==> src/rtl/four_by_three_multiplier.sv <==
// rtl/four_by_three_multiplier.sv - unsigned 4x3 array multiplier, 2-stage pipeline with valid tagging
module four_by_three_multiplier (
    input  logic       clk,
    input  logic       rst_n,
    input  logic [3:0] a,
    input  logic [2:0] b,
    input  logic       in_valid,
    output logic [6:0] p,
    output logic       out_valid
);

    // Each cell returns {carry, sum}.
    function automatic logic [1:0] ha(input logic x, input logic y);
        return {x & y, x ^ y};
    endfunction

    function automatic logic [1:0] fa(input logic x, input logic y, input logic ci);
        return {(x & y) | (ci & (x ^ y)), x ^ y ^ ci};
    endfunction

    logic [3:0] r_a;
    logic [2:0] r_b;
    logic       r_v1;
    logic [6:0] r_p;
    logic       r_out_valid;

    logic [3:0] w_pp0;
    logic [3:0] w_pp1;
    logic [3:0] w_pp2;
    logic [1:0] w_r1_c0;
    logic [1:0] w_r1_c1;
    logic [1:0] w_r1_c2;
    logic [1:0] w_r1_c3;
    logic [1:0] w_r2_c0;
    logic [1:0] w_r2_c1;
    logic [1:0] w_r2_c2;
    logic [1:0] w_r2_c3;
    logic [6:0] w_prod;

    assign w_pp0 = r_a & {4{r_b[0]}};
    assign w_pp1 = r_a & {4{r_b[1]}};
    assign w_pp2 = r_a & {4{r_b[2]}};

    // Row 1 sits one bit left of row 0; the partial sum occupies weights 1..5.
    assign w_r1_c0 = ha(w_pp0[1], w_pp1[0]);
    assign w_r1_c1 = fa(w_pp0[2], w_pp1[1], w_r1_c0[1]);
    assign w_r1_c2 = fa(w_pp0[3], w_pp1[2], w_r1_c1[1]);
    assign w_r1_c3 = ha(w_pp1[3], w_r1_c2[1]);

    // Row 2 adds at weights 2..5; the row-1 carry-out feeds the top cell.
    assign w_r2_c0 = ha(w_r1_c1[0], w_pp2[0]);
    assign w_r2_c1 = fa(w_r1_c2[0], w_pp2[1], w_r2_c0[1]);
    assign w_r2_c2 = fa(w_r1_c3[0], w_pp2[2], w_r2_c1[1]);
    assign w_r2_c3 = fa(w_r1_c3[1], w_pp2[3], w_r2_c2[1]);

    assign w_prod = {w_r2_c3[1], w_r2_c3[0], w_r2_c2[0], w_r2_c1[0],
                     w_r2_c0[0], w_r1_c0[0], w_pp0[0]};

    always_ff @(posedge clk) begin
        if (!rst_n) begin
            r_a  <= 4'd0;
            r_b  <= 3'd0;
            r_v1 <= 1'b0;
        end else begin
            r_v1 <= in_valid;
            if (in_valid) begin
                r_a <= a;
                r_b <= b;
            end
        end
    end

    always_ff @(posedge clk) begin
        if (!rst_n) begin
            r_p         <= 7'd0;
            r_out_valid <= 1'b0;
        end else begin
            r_out_valid <= r_v1;
            if (r_v1) begin
                r_p <= w_prod;
            end
        end
    end

    assign p         = r_p;
    assign out_valid = r_out_valid;

endmodule

==> config.mk <==
export PLATFORM = sky130hd
export DESIGN_NAME = four_by_three_multiplier
export DESIGN_NICKNAME = d
export VERILOG_FILES = /design/src/rtl/four_by_three_multiplier.sv
export SDC_FILE = /design/constraint.sdc
export NUM_CORES = 1
export LEC_CHECK = 0
export CORE_UTILIZATION = 45
export CTS_CLUSTER_DIAMETER = 50
export DETAILED_ROUTE_END_ITERATION = 8
export PLACE_DENSITY = 0.75
export SYNTH_ARGS = -nofsm -noshare
export SYNTH_HDL_FRONTEND = slang
export SYNTH_SLANG_ARGS = --single-unit
==> constraint.sdc <==
create_clock -name clk -period 7.5 [get_ports clk]
set_input_delay 1.5 -clock clk [delete_from_list [all_inputs] [get_ports clk]]
set_output_delay 1.5 -clock clk [all_outputs]
set_load 0.02 [all_outputs]
# Word-level counts from Yosys, hierarchy flattened
# Cells that the tools add are included.
# word_totals
wordCells	39
mem_bits_ro	0
ramBits	0
latch_bits	0
register_bits	16
memories	0
in_bits	10
# op_classes
multipliers	0
n_div	0
reduce_logical	0
n_bitwise	34
eq_ne	0
mux	0
magnitude_cmp	0
addsub	0
shifts	0
# op_table
op	count
1-bit AND	13
1-bit XOR	13
4-bit AND	3
1-bit OR	5

# Depth between registers and ports, before layout
# depth
depth_word	12
ltp_mapped	13
ltp_nobuf	13

# Least setup slack after synthesis
# No wires, ideal clock.
# synth_timing
path_kind	register to register
startpoint	reg r_b[0]
endpoint	reg r_p[5], in the netlist p[5]
path_stages_with_launch	12
setup_ps	116
synth_period_minus_slack_ps	2821
required_time_ps	7384
path_slack_ps	4679
arrival_time_ps	2705
path_cell_list	dfxtp_1 > and2_1 > ha_1 > inv_1 > fa_1 > fa_1 > fa_1 > inv_1 > fa_1 > fa_1 > mux2i_1 > nor2b_1
# synth_via
elab_chain_cells	11
# synth_lines
element	line	source
start: declaration	22	logic [2:0] r_b;
start signal: assignment	62	r_b <= 3'd0;
start signal: assignment	68	r_b <= b;
4-bit AND *	40	assign w_pp0 = r_a & {4{r_b[0]}};
1-bit AND or 1-bit XOR (tied branches)	14, 18	
1-bit AND	18	return {(x & y) | (ci & (x ^ y)), x ^ y ^ ci};
1-bit OR	18	
1-bit XOR or 1-bit AND (tied branches)	18	
1-bit XOR or 1-bit OR (tied branches)	18	
1-bit AND or 1-bit XOR (tied branches)	18, 14	
1-bit OR or 1-bit XOR (tied branches)	18	
1-bit AND	18	
1-bit OR	18	
1-bit XOR *	18	
via w_prod[5]	38	logic [6:0] w_prod;
end signal: assignment	80	r_p <= w_prod;
end: declaration	24	logic [6:0] r_p;
# Mark *: on every way through the listed nets, which the timed path passes. The rest lies on a longest branch.
# A chain may end at the register's enable or synchronous reset.

# Worst setup path after layout
# Ends and elaborated chain as after synthesis.

==> results.txt <==
----------------------------------------------------
[Power]
  Total internal power ... 118 uW
  Areal power density over the cells ... around 150 mW/mm^2
  Pleak ... ~0.42 nW
  Switching share of power ... about 23%
  Proportion of power drawn by flip-flops and latches ... 60.5%
  Peak VDD IR ... roughly 0.094 mV
  Total power after layout ... between 150 and 200 uW
  Combinational power share ... a little under an eighth
  Clock network fraction of total power ... 28.0%
  Net Switching ... 34.3 uW

[Cells and area]
  Total area of sequential cells ... 320 sq um
  Layout Nets ... 111
  Area growth from synthesis to layout ... 23.4%
  Filler cell count ... 135
  Layout cells sized above 1 ... 3.30%
  Final design instance area without fill ... 995 sq um
  Number of diodes added for antenna fixing ... 0
  Multi-input combinational cell area ... 433 sq um

[Critical path]
  CP Class ... reg -> reg
  Crit-path slowest cell ... sky130_fd_sc_hd__fa_1
  CP Launch Type ... flip-flop
  Critical Path, Cell by Cell ... and2_1 > ha_1 > inv_1 > fa_1 > fa_1 > fa_1 > inv_1 > fa_1 > fa_1 > mux2i_1 > nor2b_1
  CP peak stage delay ... 0.48 ns
  Endpoint arrival time on the critical path ... 3.17 ns
  Data required time of the worst path ... around 7.7 ns
  Endpoint kind of the worst setup timing path ... flip-flop
  Cell repeated most along the worst path ... sky130_fd_sc_hd__fa_1
  Peak fanout along the critical path ... 5

[Die]
  Height of the die ... roughly 44 um
  Starting density of the core ... 50.5%
  Top Ports ... 18
  Die outline width ... 44.3 um
  Row count ... 14
  Total core area ... approximately 0.0016 sq mm
  Die area ... 0.00196 sq mm

[Synth]
  Largest area contributor in the synthesized netlist ... sky130_fd_sc_hd__dfxtp_1
  Number of distinct library cell variants in the gate-level netlist after synthesis ... 12
  Synthesized netlist net count ... 92
  Top post-synthesis cells by area ... sky130_fd_sc_hd__dfxtp_1 40%, sky130_fd_sc_hd__mux2i_1 15%, sky130_fd_sc_hd__fa_1 12%
  Post-synth top area share ... approximately two fifths
  Leading post-synthesis cells by instance count ... 16 x sky130_fd_sc_hd__dfxtp_1, 12 x sky130_fd_sc_hd__mux2i_1, 12 x sky130_fd_sc_hd__nor2b_1
  Number of standard cells after synthesis ... 74
  Most numerous cell in the Yosys netlist ... sky130_fd_sc_hd__dfxtp_1
  Synth Area per Inst ... between 10 and 15 sq um
  Cell area after synthesis ... ~810 sq um
  Yosys warning total ... 0
  Part of the Yosys area used for sequential elements ... 39.8%
  Most used flip-flop cell after synthesis ... sky130_fd_sc_hd__dfxtp_1
  Number of enable flip-flop cells after synthesis ... 0
  Seq cells post-synth ... 16
  Fraction of synthesis flops using an asynchronous set or reset pin ... 0%

[Clock network]
  Number of buffers inserted for hold repair after clock tree synthesis ... 0
  Num Clock Sinks ... 16
  Skew-Pair Late Insertion Delay ... 0.27 ns
  CTS tree ... done
  Maximum level of the CTS H-tree ... 1
  Post-CTS Setup Bufs ... 0
  Number of buffers added by the clock tree synthesis step ... 3
  Maximum buffer depth of the clock tree ... 2
  Number of gates resized after CTS ... 0
  Clock tree root buffer cell ... sky130_fd_sc_hd__clkbuf_4
  CTS clock-pin slew for the worst setup and hold paths ... 0.09 ns

[Placement]
  Number of input and output port buffers inserted ... 17
  Final HPWL from detailed placement ... 965 um
  Placement Cell Area ... 972 sq um
  Final weighted congestion of routability-driven global placement ... around 0.83
  Worst slack after detailed placement ... around 4.5 ns

[STA]
  Max Slew Vio Count ... 0
  Final Cycle Share ... 40.0%
  Count of endpoints failing hold in the final timing report ... 0
  Final setup viols ... 0
  Highest clock frequency the design can meet ... 333 MHz
  Setup TNS after final layout ... 0 ns
  Clock Skews ... 0.00263 ns
  Slew headroom ... 69.3%
  Least-Margin Pin Slew ... 0.460 ns
  Setup repair after global routing missed its margin ... false
  Hold_ws ... 0.476 ns
  Final critical delay including setup and external delays ... 3.00 ns
  Final setup margin ... 4.50 ns

[Detailed routing]
  Post-route DRC ... 0
  Final routed wirelength across all metal layers ... 1.23 mm
  Number of detailed-route iterations in the first pass ... 2
  Post-DR vias/cell ... about 4.6
  WL per Instance ... approximately 11 um
  Initial detailed-routing violation count ... 4
  Antenna-violating nets left ... 0
  Routed via count ... 529

[GRT]
  Remaining Overflow, GRT ... 0
  Largest net degree at the start of global routing ... 18
  Initial antenna violation count ... 0
  Wire length of the first global-routing pass ... 2.30 mm
  Gr usage total ... between 10% and 20%
  Vias in the first global route ... about 560

[Job]
  # Max-Cap Violations ... 0

[Min path]
  Tightest Hold Check Type ... reg -> reg

[Run status]
  Status ... completed

----------------------------------------------------
[metrics by stage]
| step | util, % | cells |
|---|---|---|
| floorplan | - | 74 |
| global placement | 61.0 | 112 |
| detailed placement | 61.0 | 112 |
| CTS | 62.4 | 115 |
| global route | 62.4 | 115 |
| finish | 62.4 | 115 |
[critical path, delay by kind of cell (launching register included)]
family	cells	cell delay, ns
fa+ha+maj	6	2.01
buf+inv	2	0.13
flops	1	0.42
mux	1	0.14
simple gates	2	0.21
[cells in the final DEF (no fill, tap or decap), drive strengths merged]
cell / n
and2: 8
clkbuf: 3
clkdlybuf4s50: 17
dfxtp: 16
fa: 5
ha: 3
inv: 5
mux2i: 12
nand2: 7
nand3b: 1
nand4: 1
nor2b: 12
o211a: 1
[power groups by stage]
stage | clock network, mW | registers (mW) | logic [mW]
final | 0.0426 | 0.0920 | 0.0176
after global placement | 0 | 0.0939 | 0.0173
after detailed placement | 0 | 0.0940 | 0.0178
after floorplan | 0 | 0.0933 | 0.0110
after CTS | 0.0454 | 0.0920 | 0.0179
after global routing | 0.0497 | 0.0926 | 0.0195
[metal layers]
layer | part of all wire, % | up-vias | global-route usage, % | routed length, um
li1 | - | 272 | - | -
met1 | 47 | 246 | 19.3 | 577
met2 | 50 | 11 | 28.2 | 613
met3 | 3.4 | 0 | 3.67 | 42
met4 | 0 | 0 | 3.64 | 0
met5 | 0 | - | 0 | 0
[path summary, 6_finish.rpt]
| path | slack [ns] | start | cells past startpoint | endpoint |
|---|---|---|---|---|
| worst max register to register | 4.50 | r_b[0] | 11 | p[5] |
| worst max-delay path | 4.50 | r_b[0] | 11 | p[5] |
| worst min-delay path | 0.48 | p[0] | 2 | p[0] |
| worst min register to register | 0.48 | p[0] | 2 | p[0] |
[registers in the layout (all words and copies together), names as in the netlist]
name       flops
p              7
r_a            4
r_v1           1
r_b            3
out_valid      1
[area by class of cell]
class	instances	share of cell area, %
sequential	16	32.2
clock buffer	3	2.26
timing repair buffer	17	17.1
inverter	5	1.89
tap	24	3.02
multi-input combinational	50	43.5
[cell families (layout without fill, tap and decap cells)]
group / after synthesis / in the layout / share of synthesized area (%)
AO/OA/AOI/OAI: 1 / 1 / 1.24
flip-flops: 16 / 16 / 39.8
adder cells (fa/ha/maj): 8 / 8 / 17.1
buffers and inverters: 8 / 25 / 6.52
multiplexers: 12 / 12 / 14.9
AND/OR/NAND/NOR: 29 / 29 / 20.5
(Power assumes the default switching activity.)
